===== config.mk =====
export PLATFORM = sky130hd
export DESIGN_NAME = fp_fixp_split
export DESIGN_NICKNAME = d
export VERILOG_FILES = /design/src/rtl/fp_fixp_split.sv
export SDC_FILE = /design/constraint.sdc
export NUM_CORES = 1
export LEC_CHECK = 0
export CAP_MARGIN = 5
export CORE_ASPECT_RATIO = 2
export CORE_UTILIZATION = 58
export DETAILED_ROUTE_END_ITERATION = 8
export PLACE_DENSITY = 0.83
export SLEW_MARGIN = 20
export SYNTH_ARGS = -nofsm -noshare
export SYNTH_HDL_FRONTEND = slang
export SYNTH_SLANG_ARGS = --single-unit

===== constraint.sdc =====
create_clock -name clk -period 3.64 [get_ports clk]
set_input_delay 1.092 -clock clk [delete_from_list [all_inputs] [get_ports clk]]
set_output_delay 1.092 -clock clk [all_outputs]
set_load 0.05 [all_outputs]

===== src/rtl/fp_fixp_split.sv =====
// fp_fixp_split
//   Upstream feeder of the fixed-point accumulator kernel. Splits each IEEE-754
//   binary64 operand into a chunk index and a 128-bit aligned mantissa, so that
//   |x| = data * 2^(64*cs - 1074). The sign travels on a sideband. Zeros and
//   Inf/NaN are dropped in S1 and leave a bubble. Inf/NaN also set a sticky
//   error flag.
//   The pipeline has two registered stages with valid/ready handshakes. It
//   accepts one element per clock and loses nothing under backpressure.
//
// Ports
//   clk, rstn        clock, asynchronous active-low reset
//   in_tdata/tvalid/tready    binary64 operand stream (slave)
//   out_tdata/tvalid/tready   {cs[CS_W-1:0], data[PRE_REG_WIDTH-1:0]} (master)
//   out_sign         sign of the element on out_tdata, valid with out_tvalid
//   clr              1-clk pulse: clears err_special and the stats counters
//   busy             some pipeline stage holds an element
//   err_special      sticky, set when an Inf/NaN leaves S1
//
// Configuration
//   FIXP_SPLIT_STATS_EN  adds cnt_out / cnt_zero / cnt_special (32-bit, wrapping)
module fp_fixp_split #(
    parameter int FP_EXP_W      = 11,
    parameter int FP_MAN_W      = 52,
    parameter int DEPTH         = 32,
    parameter int PRE_REG_WIDTH = 128,
    parameter int PRE_REG_STEP  = 64,
    localparam int CS_W         = $clog2(DEPTH),
    localparam int FP_W         = 1 + FP_EXP_W + FP_MAN_W
) (
    input  logic                          clk,
    input  logic                          rstn,
    input  logic [FP_W-1:0]               in_tdata,
    input  logic                          in_tvalid,
    output logic                          in_tready,
    output logic [PRE_REG_WIDTH+CS_W-1:0] out_tdata,
    output logic                          out_tvalid,
    input  logic                          out_tready,
    output logic                          out_sign,
    input  logic                          clr,
    output logic                          busy,
    output logic                          err_special
`ifdef FIXP_SPLIT_STATS_EN
    ,
    output logic [31:0]                   cnt_out,
    output logic [31:0]                   cnt_zero,
    output logic [31:0]                   cnt_special
`endif
);

    localparam int SH_W = $clog2(PRE_REG_STEP);

    localparam logic [1:0] CLS_NORM = 2'd0;
    localparam logic [1:0] CLS_ZERO = 2'd1;
    localparam logic [1:0] CLS_SPEC = 2'd2;

    // ---- S1 decode (combinational front of the register) ----
    logic [FP_EXP_W-1:0] in_e;
    logic [FP_MAN_W-1:0] in_f;
    logic [FP_MAN_W:0]   in_m;
    logic [FP_EXP_W-1:0] in_p;
    logic [1:0]          in_cls;

    assign in_e = in_tdata[FP_W-2 -: FP_EXP_W];
    assign in_f = in_tdata[FP_MAN_W-1:0];
    // The hidden bit is set only for normals. Subnormals share the weight of
    // e==1, so p is clamped at 0.
    assign in_m = {|in_e, in_f};
    assign in_p = (in_e == '0) ? '0 : in_e - FP_EXP_W'(1);

    always_comb begin
        in_cls = CLS_NORM;
        if (&in_e)                           in_cls = CLS_SPEC;
        else if (in_e == '0 && in_f == '0)   in_cls = CLS_ZERO;
    end

    // ---- handshake ----
    logic s1_v, s2_v, rdy_en;
    logic s1_adv, s2_adv, in_hs;

    assign s2_adv    = ~s2_v | out_tready;
    assign s1_adv    = ~s1_v | s2_adv;
    // rdy_en holds in_tready low during reset and until the first clock edge
    // after reset is released.
    assign in_tready = rdy_en & s1_adv;
    assign in_hs     = in_tvalid & in_tready;

    // ---- S1 register ----
    logic                s1_s;
    logic [FP_MAN_W:0]   s1_m;
    logic [FP_EXP_W-1:0] s1_p;
    logic [1:0]          s1_cls;

    always_ff @(posedge clk or negedge rstn) begin
        if (!rstn) begin
            rdy_en <= 1'b0;
            s1_v   <= 1'b0;
            s1_s   <= 1'b0;
            s1_m   <= '0;
            s1_p   <= '0;
            s1_cls <= CLS_NORM;
        end else begin
            rdy_en <= 1'b1;
            if (s1_adv) s1_v <= in_hs;
            if (in_hs) begin
                s1_s   <= in_tdata[FP_W-1];
                s1_m   <= in_m;
                s1_p   <= in_p;
                s1_cls <= in_cls;
            end
        end
    end

    // ---- S1 -> S2 ----
    logic                     s1_fwd, zero_drop, spec_drop, out_hs;
    logic [PRE_REG_WIDTH-1:0] s1_data;

    assign s1_fwd    = s1_v & s2_adv & (s1_cls == CLS_NORM);
    assign zero_drop = s1_v & s2_adv & (s1_cls == CLS_ZERO);
    assign spec_drop = s1_v & s2_adv & (s1_cls == CLS_SPEC);
    assign out_hs    = s2_v & out_tready;

    // Highest set bit is FP_MAN_W + PRE_REG_STEP-1, which fits in PRE_REG_WIDTH.
    // The shift therefore never truncates.
    assign s1_data = {{(PRE_REG_WIDTH-FP_MAN_W-1){1'b0}}, s1_m} << s1_p[SH_W-1:0];

    // ---- S2 register ----
    logic [CS_W-1:0]          s2_cs;
    logic [PRE_REG_WIDTH-1:0] s2_data;
    logic                     s2_s;

    always_ff @(posedge clk or negedge rstn) begin
        if (!rstn) begin
            s2_v    <= 1'b0;
            s2_cs   <= '0;
            s2_data <= '0;
            s2_s    <= 1'b0;
        end else if (s2_adv) begin
            s2_v <= s1_fwd;
            // Load only real elements. Bubbles leave the old data in place.
            if (s1_fwd) begin
                s2_cs   <= s1_p[SH_W +: CS_W];
                s2_data <= s1_data;
                s2_s    <= s1_s;
            end
        end
    end

    assign out_tvalid = s2_v;
    assign out_tdata  = {s2_cs, s2_data};
    assign out_sign   = s2_s;
    assign busy       = s1_v | s2_v;

    // A set in the same cycle as clr takes priority over the clear.
    always_ff @(posedge clk or negedge rstn) begin
        if (!rstn)          err_special <= 1'b0;
        else if (spec_drop) err_special <= 1'b1;
        else if (clr)       err_special <= 1'b0;
    end

`ifdef FIXP_SPLIT_STATS_EN
    // When clr and an increment arrive together, the counter restarts at 1.
    always_ff @(posedge clk or negedge rstn) begin
        if (!rstn) begin
            cnt_out     <= '0;
            cnt_zero    <= '0;
            cnt_special <= '0;
        end else if (clr) begin
            cnt_out     <= 32'(out_hs);
            cnt_zero    <= 32'(zero_drop);
            cnt_special <= 32'(spec_drop);
        end else begin
            cnt_out     <= cnt_out     + 32'(out_hs);
            cnt_zero    <= cnt_zero    + 32'(zero_drop);
            cnt_special <= cnt_special + 32'(spec_drop);
        end
    end
`endif

endmodule

==> impl_metrics.toml, run 1 <==
[global_routing]
grt_pass1_vias = 10829
antenna_found_initial = 0
grt_pass1_wl_um = 63800
grtUsageTotal_pct = 40.7
grt_start_max_net_pins = 81
grt_overflow = 0

[clock_network]
cts_num_sinks = 193
clk_latency_ns = 0.46
cts_made_buffers = 17
cts_resized = 0
clk_pin_slew_ns = 0.07
cts_root_buffer = "clkbuf_16"
cts_setup_buffers = 0
clockBufferDepth = 2
htreeDepth = 4
cts_tree = "done"
postCtsHoldBufs = 0

[timing]
fin_crit_ns = 3.25
rsz0062_at_grt = "no"
finalCritPeriodShare_pct = 89.2
tns_ns = 0
fmax_mhz = 308
skew_ns = 0.00900
hold_viol = 0
slew_viol_final = 0
max_slew_margin_pct = 37.1
worst_pin_slew_ns = 0.934
finalHoldWorstSlack_ns = 0.472
setup_violations = 0

[floorplan]
die_w_um = 104
coreArea_um2 = 20300
num_rows = 74
io-pin-count = 207
dieArea_um2 = 21200
start_util_pct = 59.0
fp.dieH_um = 205

[job]
drv_cap = 0

[route]
wl_um = 41800
vias_per_cell = 6.86
wl_per_cell_um = 27.0
ant_nets = 0
num_vias = 10613
drc = 0
drt_iter0_drc = 804
firstDrtPassIters = 5

[setup_path]
crit_path_max_fanout = 3
crit_path_start = "out_tready"
end_kind = "output pin"
cp.required_ns = 2.55
critPathLaunchType = "input port"
cp.arrival_ns = 2.16
path_class = "input port to output pin"
r2r_start = "s1_p[1]$_DFFE_PN0P_"

[layout]
drive_gt1_share_pct = 20.3
fin_nets = 1340
diodes = 0
area_delta_synth_final_pct = 24.3

[logic_synthesis]
synth-seq-area-share_pct = 40.4
netlist-cell-type-count = 62
yosys_warnings = 0
synth_cells = 1092
postSynthAreaPerCell_um2 = 11.0
synthFlopType = "dfrtp_1"
async_flop_share_pct = 100
ys_ff_latch = 193
synth_edf_count = 0
synthesis.area_um2 = 12000

[pwr]
power_density_nw_per_um2 = 755
ir_worst_vdd_uv = 475
total_leakage_power_uw = 0.00604

[placement]
dp_hpwl_um = 31700
routabilityCongestion = 1.02
port-buffer-count = 194

[hold_path]
hold_path_startpoint = "s1_s$_DFFE_PN0P_"
hp-class = "flop to flop"

[run_status]
status = "complete, no violations"
==> layout make-up <==
class | count | area (um^2)
flip-flops and latches | 193 | 4840
repair buffers | 244 | 2420
clock buffers | 23 | 488
fillers | 1449 | 5410
clock inverters | 9 | 71.3
multi-input cells | 800 | 6680
well taps | 266 | 333
inverters | 12 | 45.0
==> where the power goes <==
| group | internal, uW | leakage, uW | switching, uW |
|---|---|---|---|
| registers | 2700 | 0.00243 | 607 |
| clock network | 956 | 0.000272 | 831 |
| logic | 2280 | 0.00333 | 3860 |
==> metal layers <==
layer,part of all wire [%],vias to the layer above,track usage (%)
li1,-,4520,-
met1,32,5240,42.6
met2,52,672,71.1
met3,7.1,181,7.76
met4,8.5,0,33.3
met5,0,-,0
==> logic make-up after synthesis <==
| group | after synthesis | share of synthesized area, % |
|---|---|---|
| buf+inv | 110 | 4.56 |
| simple gates | 282 | 10.6 |
| compound gates | 248 | 14.5 |
| mux | 246 | 29.0 |
| fa+ha+maj | 3 | 0.314 |
| other cells | 2 | 0.0628 |
| xor+xnor | 8 | 0.586 |
| flops | 193 | 40.4 |
==> synthesized netlist by cell type, types with 4 or more instances <==
master	count	area, um^2
a21oi_1	23	115
nand2_1	139	522
mux2i_1	84	841
clkbuf_1	40	150
nor2b_1	5	31.3
a211o_1	5	43.8
dfrtp_1	193	4830
nand3_1	19	95.1
a22oi_1	17	128
inv_1	9	33.8
a31oi_1	7	43.8
nand2b_1	8	50.1
nor3_1	9	45.0
nor2_1	54	203
a221o_1	9	90.1
mux4_2	71	1600
xnor2_1	5	43.8
nand4_1	7	43.8
a2bb2oi_1	15	131
o21ai_0	57	285
buf_1	10	37.5
buf_4	16	120
o32ai_1	12	105
and2_1	6	37.5
o221ai_1	17	149
o21ai_1	13	65.1
a22o_1	16	140
mux2_2	91	1020
nor4_1	19	119
o22ai_1	15	93.8
o31ai_1	11	82.6
o211ai_1	4	30.0
buf_2	28	140
==> state kept, by name, indices dropped and copies added (netlist names) <==
| signal | count |
|---|---|
| out_tvalid | 1 |
| s1_m | 53 |
| err_special | 1 |
| s1_cls | 2 |
| s2_data | 116 |
| s1_p | 11 |
| rdy_en | 1 |
| out_sign | 1 |
| s1_v | 1 |
| s1_s | 1 |
| s2_cs | 5 |
==> layout by cell type, fill, tap and decap left out, drive strengths merged, types with 12 or more instances in the layout <==
cell type / netlist / routed
clkbuf: 40 / 24
a22oi: 17 / 17
o22ai: 15 / 15
nor4: 20 / 20
a21oi: 23 / 23
mux2i: 84 / 84
conb: 2 / 13
clkdlybuf4s50: 0 / 192
mux4: 71 / 71
mux2: 91 / 91
buf: 58 / 51
a2bb2oi: 15 / 15
o21ai: 70 / 70
inv: 9 / 13
o32ai: 12 / 12
o221ai: 17 / 17
a22o: 16 / 16
dfrtp: 193 / 193
nand3: 19 / 19
nor2: 54 / 54
nand2: 139 / 139
==> critical path, cell delays in order <==
cell and delay [ns]:
clkdlybuf4s50_1 0.41, nor2b_1 0.16, nand2_1 0.13, and2_1 0.18, buf_4 0.18
==> per-stage QoR <==
step	cell area, um^2	utilization (%)	std cells	worst slack [ns]	power, uW
2_1_floorplan	12000	-	1103	0.722	7060
6_report	14900	73.3	1547	0.393	11200
3_3_place_gp	14300	70.6	1515	0.391	9240
5_1_grt	14900	73.3	1547	0.330	11600
4_1_cts	14900	73.3	1547	0.389	11100
3_5_place_dp	14300	70.6	1515	0.391	9320
==> final timing paths <==
kind	to	slack, ns	cells past startpoint
min in group asynchronous	s2_data[103]$_DFFE_PN0P_	0.68	1
max in group asynchronous	s1_p[0]$_DFFE_PN0P_	2.21	2
min	out_sign$_DFFE_PN0P_	0.47	2
min reg2reg	out_sign$_DFFE_PN0P_	0.47	2
max reg2reg	s2_data[66]$_DFFE_PN0P_	0.52	5
max	in_tready	0.39	5
No activity file was read; power rests on OpenSTA's default activity.
==> run 2, diff against run 1 <==
--- a/config.mk
+++ b/config.mk
@@ -5,11 +5,11 @@
 export SDC_FILE = /design/constraint.sdc
 export NUM_CORES = 1
 export LEC_CHECK = 0
-export CAP_MARGIN = 5
+export CAP_MARGIN = 20
 export CORE_ASPECT_RATIO = 2
-export CORE_UTILIZATION = 58
+export CORE_UTILIZATION = 54
 export DETAILED_ROUTE_END_ITERATION = 8
-export PLACE_DENSITY = 0.83
+export PLACE_DENSITY = 0.78
 export SLEW_MARGIN = 20
 export SYNTH_ARGS = -nofsm -noshare
 export SYNTH_HDL_FRONTEND = slang
==> constraint.sdc (replaced) <==
create_clock -name clk -period 3.7 [get_ports clk]
set_input_delay 1.11 -clock clk [delete_from_list [all_inputs] [get_ports clk]]
set_output_delay 1.11 -clock clk [all_outputs]
set_load 0.05 [all_outputs]
==> run 2 against run 1 <==
  * First-iteration DRC count is 21% higher
  * Setup slack better by 0.020 ns
  * Clock skew is 0.0024 ns higher
  * Utilization is 4.4 points lower
  * Global-route usage is 1.6 points lower
  * Register-to-register slack better by 0.02 ns
  * Non-clock buffer count is 4 higher
  * Sequential cell count stayed put
  * Final cell count is 0.78% higher
  * Critical path depth stayed put
  * Largest cell class unchanged
  * Highest routed layer unchanged
==> impl_metrics.toml, run 2 (synthesized netlist as in run 1, its figures left out) <==
[timing]
rsz0062_at_grt = "no"
fin_crit_ns = 3.29
worst_pin_slew_ns = 1.05
finalCritPeriodShare_pct = 88.8
skew_ns = 0.0114
tns_ns = 0
setup_ws_ns = 0.413
slew_viol_final = 0
hold_viol = 0
fmax_mhz = 304
max_slew_margin_pct = 29.6
setup_violations = 0

[setup_path]
cp_slowest_cell = "clkdlybuf4s50_1"
slowest_delay_ns = 0.41
rr_endpoint = "s2_data[35]$_DFFE_PN0P_"
crit_path_max_fanout = 3
cp.required_ns = 2.59
r2r_start = "s1_p[1]$_DFFE_PN0P_"
reg2reg_slack_ns = 0.54
path_cells = "clkdlybuf4s50_1 > nor2b_1 > nand2_1 > and2_1 > buf_4"
cp.arrival_ns = 2.18
end_kind = "output pin"
r2r.worst_path.cells = 6
path_class = "input port to output pin"
critPathLaunchType = "input port"

[layout]
reg_top3 = "s2_data x116, s1_m x53, s1_p x11"
drive_gt1_share_pct = 20.5
top_register = "s2_data"
fin_nets = 1344
fill_cells = 1658
final_cell_mix = "clkdlybuf4s50_1 (192), dfrtp_1 (188), nand2_1 (139)"
final_common_cell = "clkdlybuf4s50_1"
largest_reg_flops = 116
area_delta_synth_final_pct = 24.9

[global_routing]
grt_pass1_vias = 10541
grt_start_max_net_pins = 82
antenna_found_initial = 2
grt_overflow = 0
grtUsageTotal_pct = 39.1
grt_pass1_wl_um = 64100

[hold_path]
hp-class = "flop to flop"
whs_path_depth = 2
hold-path-endpoint = "out_sign$_DFFE_PN0P_"
hold_path_startpoint = "s1_s$_DFFE_PN0P_"

[route]
drt_iter0_drc = 975
firstDrtPassIters = 5
vias_per_cell = 6.78
drc = 0
ant_nets = 0
wl_per_cell_um = 27.1
num_vias = 10565
wl_um = 42200

[clock_network]
cts_root_buffer = "clkbuf_16"
cts_num_sinks = 193
cts_resized = 0
cts_setup_buffers = 0
clk_latency_ns = 0.46
cts_tree = "done"
htreeDepth = 4
cts_made_buffers = 17
clockBufferDepth = 2
clk_pin_slew_ns = 0.07
postCtsHoldBufs = 0

[floorplan]
num_rows = 76
coreArea_um2 = 21700
fp.dieH_um = 213
die_w_um = 107
dieArea_um2 = 22800
start_util_pct = 55.2
io-pin-count = 207

[pwr]
power_density_nw_per_um2 = 749
ir_worst_vdd_uv = 529
total_leakage_power_uw = 0.00608

[job]
drv_cap = 0

[run_status]
status = "complete, no violations"

[placement]
pre_cts_ws_ns = 0.207
routabilityCongestion = 0.983
port-buffer-count = 194
dp_hpwl_um = 32600
run 2: worst max-delay path by stage:
stage | from | to
6_report | out_tready | in_tready
5_1_grt | s1_p[1]$_DFFE_PN0P_ | s2_data[19]$_DFFE_PN0P_
3_3_place_gp | in_tdata[0] | s1_cls[0]$_DFFE_PN0P_
4_1_cts | out_tready | in_tready
3_5_place_dp | in_tdata[0] | s1_cls[0]$_DFFE_PN0P_
2_1_floorplan | out_tready | in_tready
run 2: power breakdown:
part | internal [uW] | leakage (uW) | switching (uW) | total, uW
Sequential | 2660 | 0.00243 | 625 | 3290
Clock | 1060 | 0.000293 | 830 | 1890
Combinational | 2250 | 0.00336 | 3780 | 6030
Total | 5960 | 0.00608 | 5240 | 11200
run 2: layer usage:
| layer | part of all wire (%) | global-route usage [%] | wire [um] | up-vias |
|---|---|---|---|---|
| li1 | - | - | - | 4518 |
| met1 | 33 | 42.1 | 14000 | 5271 |
| met2 | 51 | 65.7 | 21500 | 578 |
| met3 | 6.8 | 7.17 | 2860 | 198 |
| met4 | 9.1 | 32.9 | 3830 | 0 |
| met5 | 0 | 0 | 0 | - |
run 2: worst max-delay path, delay by kind of cell:
kind	cells	cell delay, ns
buf+inv	2	0.59
simple gates	3	0.47
run 2: cell type report:
| cell class | instances | area [um^2] | area share, % |
|---|---|---|---|
| Tap cell | 273 | 342 | 2.28 |
| Clock inverter | 10 | 124 | 0.828 |
| Antenna cell | 1 | 2.50 | 0.0167 |
| Clock buffer | 22 | 474 | 3.17 |
| Inverter | 12 | 45.0 | 0.301 |
| Timing Repair Buffer | 248 | 2450 | 16.4 |
| Sequential cell | 193 | 4840 | 32.4 |
| Multi-Input combinational cell | 800 | 6680 | 44.6 |
run 2: per-stage QoR:
step	total power, uW	hold slack (ns)	cells	instance area [um^2]	utilization [%]
CTS	11100	0.470	1558	14900	69.0
global route	11600	0.503	1558	14900	69.0
detailed placement	9220	0.456	1526	14400	66.2
floorplan	6940	0.433	1103	12000	-
global placement	9160	0.446	1526	14400	66.2
finish	11200	0.471	1559	15000	69.0
